--- config.mk ---
export PLATFORM = sky130hd
export DESIGN_NAME = writeback_stage
export DESIGN_NICKNAME = d
export VERILOG_FILES = /design/src/rtl/writeback_stage.sv
export SDC_FILE = /design/constraint.sdc
export NUM_CORES = 1
export LEC_CHECK = 0
export ABC_AREA = 1
export BUFFER_PORTS_ARGS = -buffer_cell sky130_fd_sc_hd__buf_2
export CORE_UTILIZATION = 50
export CTS_CLUSTER_SIZE = 14
export DETAILED_ROUTE_END_ITERATION = 16
export GPL_ROUTABILITY_DRIVEN = 0
export PLACE_DENSITY = 0.85
export SYNTH_ARGS = -nofsm -noshare
export SYNTH_HDL_FRONTEND = slang
export SYNTH_SLANG_ARGS = --single-unit
export TNS_END_PERCENT = 1
--- constraint.sdc ---
create_clock -name clk -period 2.6 [get_ports clk]
set_clock_uncertainty 0.1 [all_clocks]
set_input_delay 0.26 -clock clk [delete_from_list [all_inputs] [get_ports clk]]
set_output_delay 0.26 -clock clk [all_outputs]
set_load 0.05 [all_outputs]
--- src/rtl/writeback_stage.sv ---
// MEM->WB pipeline register with load alignment/extension, result select,
// variable-latency load stall and a retired-instruction counter.
module writeback_stage #(
  parameter int DATA_WIDTH = 32,
  parameter int CNT_WIDTH  = 32
) (
  input  logic                  clk,
  input  logic                  rst_n,
  input  logic                  ValidM,
  input  logic                  RegWriteM,
  input  logic [1:0]            ResultSrcM,
  input  logic [4:0]            RdM,
  input  logic [DATA_WIDTH-1:0] ALUResultM,
  input  logic [DATA_WIDTH-1:0] PCPlus4M,
  input  logic [DATA_WIDTH-1:0] ExtImmM,
  input  logic [2:0]            AddressingControlM,
  input  logic [DATA_WIDTH-1:0] ReadDataM,
  input  logic                  MemRValidM,
  output logic                  StallM,
  output logic [DATA_WIDTH-1:0] ResultW,
  output logic [4:0]            RdW,
  output logic                  RegWriteW,
  output logic [CNT_WIDTH-1:0]  RetiredW
);

  typedef enum logic {S_RUN, S_WAIT} state_t;

  state_t                state;
  logic                  load_m;
  logic                  cap;
  logic [7:0]            ld_b;
  logic [15:0]           ld_h;
  logic [DATA_WIDTH-1:0] ld_val;
  logic [DATA_WIDTH-1:0] res_m;

  assign load_m = ValidM & (ResultSrcM == 2'b01);
  // In WAIT the held instruction is the pending load, so only MemRValidM matters.
  assign StallM = rst_n & ((state == S_WAIT) | load_m) & ~MemRValidM;
  assign cap    = ValidM & ~StallM;

  always_comb begin
    ld_b = ReadDataM[7:0];
    case (ALUResultM[1:0])
      2'd1:    ld_b = ReadDataM[15:8];
      2'd2:    ld_b = ReadDataM[23:16];
      2'd3:    ld_b = ReadDataM[31:24];
      default: ld_b = ReadDataM[7:0];
    endcase
    ld_h = ALUResultM[1] ? ReadDataM[31:16] : ReadDataM[15:0];
    case (AddressingControlM)
      3'b000:  ld_val = {{(DATA_WIDTH-8){ld_b[7]}}, ld_b};
      3'b001:  ld_val = {{(DATA_WIDTH-16){ld_h[15]}}, ld_h};
      3'b100:  ld_val = {{(DATA_WIDTH-8){1'b0}}, ld_b};
      3'b101:  ld_val = {{(DATA_WIDTH-16){1'b0}}, ld_h};
      default: ld_val = ReadDataM;
    endcase
  end

  always_comb begin
    case (ResultSrcM)
      2'b01:   res_m = ld_val;
      2'b10:   res_m = PCPlus4M;
      2'b11:   res_m = ExtImmM;
      default: res_m = ALUResultM;
    endcase
  end

  always_ff @(posedge clk or negedge rst_n) begin
    if (!rst_n) begin
      state     <= S_RUN;
      ResultW   <= '0;
      RdW       <= '0;
      RegWriteW <= 1'b0;
      RetiredW  <= '0;
    end else begin
      state <= StallM ? S_WAIT : S_RUN;
      if (cap) begin
        ResultW   <= res_m;
        RdW       <= RdM;
        RegWriteW <= RegWriteM & (RdM != 5'd0);
        RetiredW  <= RetiredW + CNT_WIDTH'(1);
      end else begin
        RegWriteW <= 1'b0;
      end
    end
  end

endmodule

==> results of run 1 <==
-- kinds of logic (layout without fill, tap and decap cells) --
family / count (synthesis) / in the layout / synth area share (%)
xor gates and xnor gates: 17 / 17 / 2.92
other: 0 / 1 / 0
buffers and inverters: 94 / 293 / 8.39
and+or+nand+nor: 540 / 540 / 43.5
AOI/OAI and AO/OA: 90 / 90 / 10.1
adders and majority gates: 1 / 1 / 0.245
DFF: 71 / 71 / 34.8
-- final timing paths --
| kind | startpoint | endpoint | slack, ns | depth (start not counted) |
|---|---|---|---|---|
| setup reg to reg | RetiredW[0] | RetiredW[18] | 0.78 | 10 |
| hold / removal | rst_n | RetiredW[8] | 0.01 | 2 |
| min in group clk | RegWriteM | RegWriteW | 0.03 | 3 |
| setup / recovery | ResultSrcM[0] | StallM | 0.65 | 6 |
| max in group asynchronous | rst_n | ResultW[29] | 1.75 | 2 |
| hold reg to reg | RdW[3] | RdW[3] | 0.37 | 2 |
-- metrics by stage --
stage,hold slack [ns],util (%)
4_1_cts,0.0113,65.7
3_5_place_dp,0.358,63.1
3_3_place_gp,0.355,63.1
2_1_floorplan,-0.136,-
5_1_grt,0.0131,65.7
6_report,0.0115,65.7
-- worst register-to-register path, delay by kind of cell, from the launching register on --
kind	cells	cell delay, ns
and+or+nand+nor	7	0.80
DFF	1	0.41
buffers and inverters	2	0.16
adders and majority gates	1	0.23
-- placed cells by master (no fill, tap or decap), types with 3 or more instances in the layout --
master     Yosys  layout
nand3_1       32      32
o21ai_1        9       9
buf_2         13     212
bufinv_16      0       4
inv_2          6       6
nand3b_1       4       4
dfrtp_1       71      71
or2_2          4       4
nand4_1        9       9
buf_4          3       6
xnor2_1        5       5
inv_1         51      51
nor2_1       124     124
nand2_2        3       3
a221oi_1      13      13
xor2_1        12      12
clkbuf_8       0       9
nor3_1         7       7
a21oi_1       25      25
nor2_2         3       3
nand2_1      344     344
o21ai_0       38      38
-- power breakdown --
part	internal (W)	switching, W	leakage (nW)
combinational	0.000388	0.00109	2.53
clock	0.000729	0.000435	0.129
sequential	0.00126	0.000143	0.905
-- layout make-up --
class / count / area, um^2 / area share (%)
Antenna cell: 1 / 2.50 / 0.0388
Clock inverter: 6 / 134 / 2.07
Clock buffer: 9 / 124 / 1.92
Tap cell: 133 / 166 / 2.58
Timing Repair Buffer: 219 / 1130 / 17.4
Inverter: 59 / 224 / 3.47
Multi-Input combinational cell: 648 / 2900 / 45.0
Sequential cell: 71 / 1780 / 27.5
-- registers in the layout, summed over array words and instances, names as in the netlist --
signal / count
state: 1
RdW: 5
RetiredW: 32
ResultW: 32
RegWriteW: 1
-- routing by layer --
layer	GRT usage [%]	vias to the layer above
met1	42.2	2709
met3	5.90	45
met2	49.6	327
met4	15.3	0
li1	-	2945
met5	0	-
==> run_results.csv, run 1 <==
group,metric,value,unit
outcome,status,"finished, final reports clean",
floorplanning,start_util,51.9,%
yosys,synth_area_leaders,"dfrtp_1 (35%), nand2_1 (25%), nor2_1 (9.1%)",
sta,worst_slack,0.646,ns
yosys,syn-num-nets,957,
clock_tree,clockRootBuffer,"clkbuf_8",
power,leakage,3.57,nW
detailed_routing,finalWirelength,16300,um
cells_and_area,final_cells,1146,
sta,post-route-period-util,75.2,%
place,dp_cells,1130,
yosys,yosysSeqAreaShare,34.8,%
global_routing,antenna_found_initial,1,
place,dpl.hpwl,12500,um
worst_setup_path,crit_path_max_fanout,31,
worst_setup_path,critPathTopFamily,"buffers and inverters",
worst_setup_path,start_kind,"input port",
clock_tree,clk_pin_slew,0.08,ns
global_routing,grt_pass1_vias,5386,
worst_setup_path,crit_arrival,1.59,ns
detailed_routing,met3_length,1480,um
global_routing,grt_max_degree,72,
clock_tree,cts_resized,0,
yosys,syn_inst,813,
yosys,yosysWarnings,0,
detailed_routing,drt-met1-wl,6960,um
yosys,yosysTopAreaCell,"dfrtp_1",
worst_setup_path,critical_path_class,"input port to output port",
sta,max_freq,0.512,GHz
global_routing,grt_pass1_wl,25600,um
yosys,synth_cell_types,37,
cells_and_area,finalInstanceArea,6460,um^2
power,power.total,0.00405,W
detailed_routing,first_pass_iters,5,
cells_and_area,area_growth,26.6,%
cells_and_area,drive_above_1_share,25.9,%
worst_setup_path,path_cells,"buf_2 > nand2_4 > o21bai_2 > nand2_1 > inv_1 > buf_2",
worst_setup_path,crit_required,2.24,ns
place,place_ws,0.494,ns
yosys,avgSynthCellArea,6.27,um^2
yosys,synthArstFlopShare,100,%
detailed_routing,avgRoutedWirePerCell,14.2,um
floorplanning,die_y,103,um
power,vdd_drop_max,0.000366,V
floorplanning,die_w,103,um
sta,finalMaxSlewViolations,0,
floorplanning,design.die.area,10600,um^2
yosys,ys_ff_latch,71,
worst_setup_path,cpPeakStageDelay,0.34,ns
worst_setup_path,cp_common_cell,"buf_2",
yosys,syn_area,5100,um^2
detailed_routing,vias,6026,
detailed_routing,drt-initial-drc-count,473,
floorplanning,std_cell_rows,36,
clock_tree,ctsHoldBuffers,0,
clock_tree,cts.sinks,71,
hold_path,hold_path.class,"input port to asynchronous set/reset pin",
detailed_routing,ant_nets,0,
global_routing,track_usage,31.7,%
yosys,yosysMostFrequentCell,"nand2_1",
sta,fin_setup_tns,0,ns
detailed_routing,routed.top_layer,"met4",
power,p_per_area,627,nW/um^2
sta,setup-violations-final,0,
clock_tree,post_cts_buffers,0,
cells_and_area,final_nets,1152,
detailed_routing,vias_per_cell,5.26,
cells_and_area,fillers,906,
yosys,synthTopCellsByCount,"nand2_1 (344), nor2_1 (124), dfrtp_1 (71)",
sta,hold_viol,0,
global_routing,grt_remaining_overflow,0,
floorplanning,ios,214,
clock_tree,clockBufferDepth,2,
yosys,ys.flop_type,"dfrtp_1",
clock_tree,cts_tree,"built",
place,portBuffers,213,
floorplanning,core-area,9820,um^2
clock_tree,htree_levels,3,
detailed_routing,drc_errors,0,
yosys,synth_top_area_share,34.8,%
place,placed_cell_area,6200,um^2
sta,rsz0062_at_grt,"no",
flow_run,cap_violations,0,
sta,post-route-min-period,1.95,ns
worst_setup_path,cpMaxStageDelayCell,"buf_2",
clock_tree,clk_latency,0.34,ns
sta,tightest_slew,0.914,ns
detailed_routing,wl_met2,7310,um
worst_setup_path,crit_path_end_kind,"output port",
clock_tree,numCtsBuffers,9,
yosys,synth-edff-count,0,
worst_setup_path,path_buf_inv,3,
sta,slew-limit-headroom,39.1,%
Note: power is estimated with default switching activity, not from simulation.
==> inputs of run 2 (changes only) <==
--- a/config.mk
+++ b/config.mk
@@ -7,11 +7,11 @@
 export LEC_CHECK = 0
 export ABC_AREA = 1
 export BUFFER_PORTS_ARGS = -buffer_cell sky130_fd_sc_hd__buf_2
-export CORE_UTILIZATION = 50
+export CORE_UTILIZATION = 44
 export CTS_CLUSTER_SIZE = 14
 export DETAILED_ROUTE_END_ITERATION = 16
 export GPL_ROUTABILITY_DRIVEN = 0
-export PLACE_DENSITY = 0.85
+export PLACE_DENSITY = 0.79
 export SYNTH_ARGS = -nofsm -noshare
 export SYNTH_HDL_FRONTEND = slang
 export SYNTH_SLANG_ARGS = --single-unit
==> constraint.sdc (replaced) <==
create_clock -name clk -period 1.75 [get_ports clk]
set_clock_uncertainty 0.1 [all_clocks]
set_input_delay 0.175 -clock clk [delete_from_list [all_inputs] [get_ports clk]]
set_output_delay 0.175 -clock clk [all_outputs]
set_load 0.05 [all_outputs]
==> run 2 against run 1 <==
  * Critical path type is now flip-flop to flip-flop
  * Global-route usage is 2.1 points lower
  * Utilization is 5.2 points lower
  * Via count is 0.63% higher
  * Worst hold slack worse by 0.037 ns
  * Non-clock buffer count is 22 higher
  * Die area is 13% higher
  * Wire length is 4.2% higher
  * Largest power group unchanged
  * Sequential share of layout area is 0.97 points lower
  * The flow now finishes with violations (hold timing)
  * Sequential power is 50% higher
  * Power is 53% higher
==> run_results.csv, run 2 (same netlist as run 1, synthesis figures left out) <==
group,metric,value,unit
cells_and_area,fillers,1096,
global_routing,grt_pass1_wl,27000,um
sta,tightest_slew,0.932,ns
cells_and_area,area_growth,31.6,%
clock_tree,numCtsBuffers,9,
detailed_routing,first_pass_iters,5,
sta,post-route-period-util,93.2,%
sta,holdWs,-0.0259,ns
sta,finalMaxSlewViolations,0,
cells_and_area,layout_common_cells,"nand2_1 (344), buf_2 (212), nor2_1 (121)",
floorplanning,die_w,110,um
sta,post-route-min-period,1.63,ns
global_routing,grt_remaining_overflow,0,
power,vdd_drop_max,0.000593,V
clock_tree,post_cts_buffers,0,
global_routing,track_usage,29.6,%
power,leakage,3.69,nW
worst_setup_path,start_kind,"flip-flop",
global_routing,antenna_found_initial,2,
clock_tree,clk_latency,0.33,ns
outcome,violations,"hold timing",
sta,rsz0062_at_grt,"yes",
detailed_routing,avgRoutedWirePerCell,14.4,um
floorplanning,design.die.area,12000,um^2
worst_setup_path,crit_path_max_fanout,5,
detailed_routing,drt-initial-drc-count,417,
floorplanning,ios,214,
detailed_routing,vias,6064,
sta,hold_viol,10,
outcome,status,"complete, but fails checks",
sta,setup-violations-final,0,
clock_tree,clk_pin_slew,0.06,ns
cells_and_area,final_nets,1174,
hold_path,hold_path.class,"input port to asynchronous set/reset pin",
worst_setup_path,critical_path_class,"flip-flop to flip-flop",
detailed_routing,finalWirelength,17000,um
floorplanning,core-area,11100,um^2
power,p_per_area,923,nW/um^2
detailed_routing,vias_per_cell,5.15,
worst_setup_path,crit_path_end_kind,"flip-flop",
flow_run,cap_violations,0,
clock_tree,cts.sinks,71,
global_routing,grt_max_degree,72,
cells_and_area,reg_top3,"ResultW x32, RetiredW x32, RdW x5",
clock_tree,htree_levels,3,
floorplanning,std_cell_rows,38,
sta,max_freq,0.613,GHz
place,portBuffers,213,
place,dpl.hpwl,12900,um
cells_and_area,drive_above_1_share,27.7,%
detailed_routing,ant_nets,0,
global_routing,grt_pass1_vias,5604,
clock_tree,clockRootBuffer,"clkbuf_16",
clock_tree,clockBufferDepth,2,
worst_setup_path,crit_arrival,1.74,ns
cells_and_area,layout_commonest_cell,"nand2_1",
floorplanning,start_util,46.0,%
sta,slew-limit-headroom,37.9,%
sta,fin_setup_tns,0,ns
floorplanning,die_y,110,um
clock_tree,cts_tree,"built",
worst_setup_path,crit_required,1.86,ns
detailed_routing,drc_errors,0,
run 2: cell types whose count changed in the layout (fill, tap and decap cells not counted), moves of 2 or more:
cell / delta
nor2_1: -3
clkbuf_16: +9
clkinv_2: +2
dfrtp_1: -4
dlygate4sd3_1: +6
bufinv_16: -3
buf_4: +16
clkbuf_8: -9
nor2_2: +2
dfrtp_2: +4
run 2: what timing repair did:
action,4_1_cts,5_1_grt
hold buffers,6,0
endpoints found under the setup margin,0,9
resized for setup,0,7
endpoints found under the hold margin,6,0
run 2: layer usage:
metal,track usage [%],wire length (um),share of wire [%]
met5,0,0,0
met4,14.9,659,3.9
met3,6.52,1520,8.9
met2,46.1,7560,45
met1,38.7,7250,43
run 2: final timing paths:
kind                            slack [ns]  depth (start not counted)         start           end
worst max-delay path                  0.12                          9  RetiredW[11]  RetiredW[24]
worst max register to register        0.12                          9  RetiredW[11]  RetiredW[24]
worst min register to register        0.36                          2        RdW[2]        RdW[2]
min in group clk                      0.04                          4    MemRValidM         state
worst min-delay path                 -0.03                          2         rst_n   ResultW[10]
max in group asynchronous             0.90                          2         rst_n   RetiredW[2]
run 2: worst max-delay path, cell delays in order, from the launching register on:
cell and delay (ns):
dfrtp_1 0.43, nand2_1 0.15, nor2_1 0.22, nand2_1 0.09, nor2_1 0.21, nand2_1 0.08
nand2_1 0.06, nand2_1 0.05, nand2_1 0.04, o21ai_0 0.07
run 2: where the power goes:
| group | leakage (nW) | internal, W | switching [W] | total [W] |
|---|---|---|---|---|
| combinational | 2.65 | 0.000615 | 0.00165 | 0.00226 |
| sequential | 0.900 | 0.00189 | 0.000224 | 0.00211 |
| clock | 0.143 | 0.00110 | 0.000716 | 0.00182 |
run 2: final cells by class:
type | instances | area, um^2 | area share, %
Inverter | 59 | 224 | 3.34
Timing Repair Buffer | 241 | 1310 | 19.5
Clock buffer | 10 | 229 | 3.41
Tap cell | 140 | 175 | 2.61
Multi-Input combinational cell | 648 | 2930 | 43.6
Clock inverter | 6 | 61.3 | 0.913
Antenna cell | 2 | 5.00 | 0.0746
Sequential cell | 71 | 1780 | 26.5
run 2: metrics by stage:
| stage | power [W] | utilization [%] | setup slack, ns | std cells | cell area, um^2 |
|---|---|---|---|---|---|
| floorplan | 0.00367 | - | -0.0379 | 813 | 5100 |
| global route | 0.00653 | 60.6 | -0.0208 | 1177 | 6710 |
| detailed placement | 0.00436 | 57.1 | 0.109 | 1153 | 6330 |
| CTS | 0.00620 | 60.3 | 0.0881 | 1175 | 6680 |
| finish | 0.00619 | 60.6 | 0.118 | 1177 | 6710 |
| global placement | 0.00433 | 57.1 | 0.162 | 1153 | 6330 |
==> inputs of run 3 (changes only) <==
==> constraint.sdc (replaced) <==
create_clock -name clk -period 1.5 [get_ports clk]
set_clock_uncertainty 0.1 [all_clocks]
set_input_delay 0.15 -clock clk [delete_from_list [all_inputs] [get_ports clk]]
set_output_delay 0.15 -clock clk [all_outputs]
set_load 0.05 [all_outputs]
==> run 3 against run 2 <==
  * The flow finishes with violations (hold timing, setup timing)
  * Clock power rose by 22%
  * Largest power group unchanged
  * Non-clock buffer count rose by 50
  * Critical path type unchanged
  * Power rose by 25%
  * Global-route usage rose by 1.2 points
  * Final area rose by 8.7%
  * Combinational power rose by 35%
  * Final cell count rose by 4.2%
  * Sequential share of layout area fell by 1.9 points
==> run_results.csv, run 3 (same netlist as run 1, synthesis figures left out) <==
group,metric,value,unit
outcome,status,"complete, but fails checks",
outcome,violations,"hold timing, setup timing",
cells_and_area,drive_above_1_share,35.1,%
power,p_per_area,1060,nW/um^2
cells_and_area,fillers,1021,
global_routing,grt_pass1_wl,28300,um
floorplanning,ios,214,
sta,max_freq,0.647,GHz
power,vdd_drop_max,0.000688,V
worst_setup_path,r2r_start,"RetiredW[17]",
worst_setup_path,crit_required,1.61,ns
detailed_routing,vias,6328,
floorplanning,core-area,11100,um^2
detailed_routing,avgRoutedWirePerCell,14.8,um
clock_tree,clockBufferDepth,2,
place,portBuffers,213,
worst_setup_path,crit_path_end_kind,"flip-flop",
sta,slew-limit-headroom,37.5,%
worst_setup_path,path_cells,"inv_1 > nor3_2 > nand2_1 > nor2_1 > nand2_1 > nand2_1 > nand2_1 > nand2_1 > o21ai_0",
cells_and_area,final_core_util,65.9,%
cells_and_area,layout_commonest_cell,"nand2_1",
clock_tree,htree_levels,3,
sta,rsz0062_at_grt,"yes",
flow_run,cap_violations,0,
floorplanning,die_w,110,um
worst_setup_path,start_kind,"flip-flop",
clock_tree,post_cts_buffers,0,
worst_setup_path,crit_arrival,1.66,ns
floorplanning,die_y,110,um
global_routing,antenna_found_initial,2,
clock_tree,numCtsBuffers,9,
floorplanning,design.die.area,12000,um^2
worst_setup_path,cpMaxStageDelayCell,"dfrtp_2",
worst_setup_path,crit_path_max_fanout,3,
clock_tree,cts_tree,"built",
worst_setup_path,cpPeakStageDelay,0.38,ns
clock_tree,cts.sinks,71,
worst_setup_path,startpoint,"RetiredW[17]",
sta,holdWs,-0.0299,ns
place,dpl.hpwl,13800,um
floorplanning,std_cell_rows,38,
global_routing,track_usage,30.9,%
global_routing,grt_remaining_overflow,0,
clock_tree,clockRootBuffer,"clkbuf_16",
worst_setup_path,critical_path_class,"flip-flop to flip-flop",
global_routing,grt_pass1_vias,5874,
clock_tree,clk_pin_slew,0.06,ns
cells_and_area,final_nets,1224,
sta,post-route-period-util,103,%
worst_setup_path,cp_common_cell,"nand2_1",
worst_setup_path,reg2reg_depth,9,
sta,tightest_slew,0.937,ns
sta,worst_slack,-0.0452,ns
sta,fin_setup_tns,-0.127,ns
cells_and_area,area_growth,43.1,%
detailed_routing,vias_per_cell,5.16,
detailed_routing,drc_errors,0,
detailed_routing,drt-initial-drc-count,561,
hold_path,hold_path.class,"input port to asynchronous set/reset pin",
clock_tree,clk_latency,0.33,ns
cells_and_area,layout_common_cells,"nand2_1 (339), buf_2 (211), nor2_1 (104)",
sta,setup-violations-final,5,
detailed_routing,finalWirelength,18100,um
detailed_routing,ant_nets,0,
global_routing,grt_max_degree,72,
power,leakage,3.97,nW
floorplanning,start_util,46.0,%
sta,hold_viol,21,
sta,finalMaxSlewViolations,0,
cells_and_area,reg_top3,"ResultW x32, RetiredW x32, RdW x5",
sta,post-route-min-period,1.55,ns
detailed_routing,first_pass_iters,5,
==> run 3: power by group <==
group / switching [W] / total (W) / leakage (nW) / internal [W]
Sequential: 0.000233 / 0.00245 / 0.879 / 0.00221
Clock: 0.000802 / 0.00222 / 0.156 / 0.00142
Combinational: 0.00207 / 0.00306 / 2.93 / 0.000994
==> run 3: layer usage <==
metal	GRT usage (%)	wire, um
met1	41.5	7880
met2	48.2	8190
met3	5.99	1520
met4	13.3	528
met5	0	0
==> run 3: final timing paths <==
kind,endpoint,slack (ns)
setup / recovery,RetiredW[20],-0.05
hold / removal,ResultW[12],-0.03
setup reg to reg,RetiredW[20],-0.05
hold reg to reg,RdW[2],0.36
max in group asynchronous,RetiredW[4],0.65
min in group clk,ResultW[19],0.04
==> run 3: stage by stage <==
stage | power (W) | setup WS [ns] | instance area [um^2] | instances
after floorplan | 0.00431 | -0.208 | 5130 | 813
after detailed placement | 0.00544 | -0.0477 | 6800 | 1203
final | 0.00773 | -0.0452 | 7300 | 1227
after CTS | 0.00773 | -0.0380 | 7200 | 1225
after global routing | 0.00812 | -0.140 | 7300 | 1227
after global placement | 0.00542 | -0.0254 | 6800 | 1203
==> run 3: timing repair <==
action                     in CTS  in global routing
hold buffers                    6                  0
resized for setup               9                 35
hold endpoints to repair        6                  0
setup endpoints to repair      16                 61
pin swaps                       0                  4
==> run 3: layout make-up <==
cell class              instances  area [um^2]  share of cell area (%)
repair buffers                291         1750                    24.0
clock inverters                 3         40.0                   0.549
inverters                      59          224                    3.07
multi-input cells             648         3030                    41.5
clock buffers                  13          270                    3.70
well taps                     140          175                    2.40
diodes                          2         5.00                  0.0686
flip-flops and latches         71         1800                    24.7
==> run 3: critical path: cells and delay by family (launching register included) <==
| kind | cells | cell delay, ns |
|---|---|---|
| and+or+nand+nor | 7 | 0.77 |
| DFF | 1 | 0.38 |
| buffers and inverters | 1 | 0.12 |
| AOI/OAI and AO/OA | 1 | 0.06 |
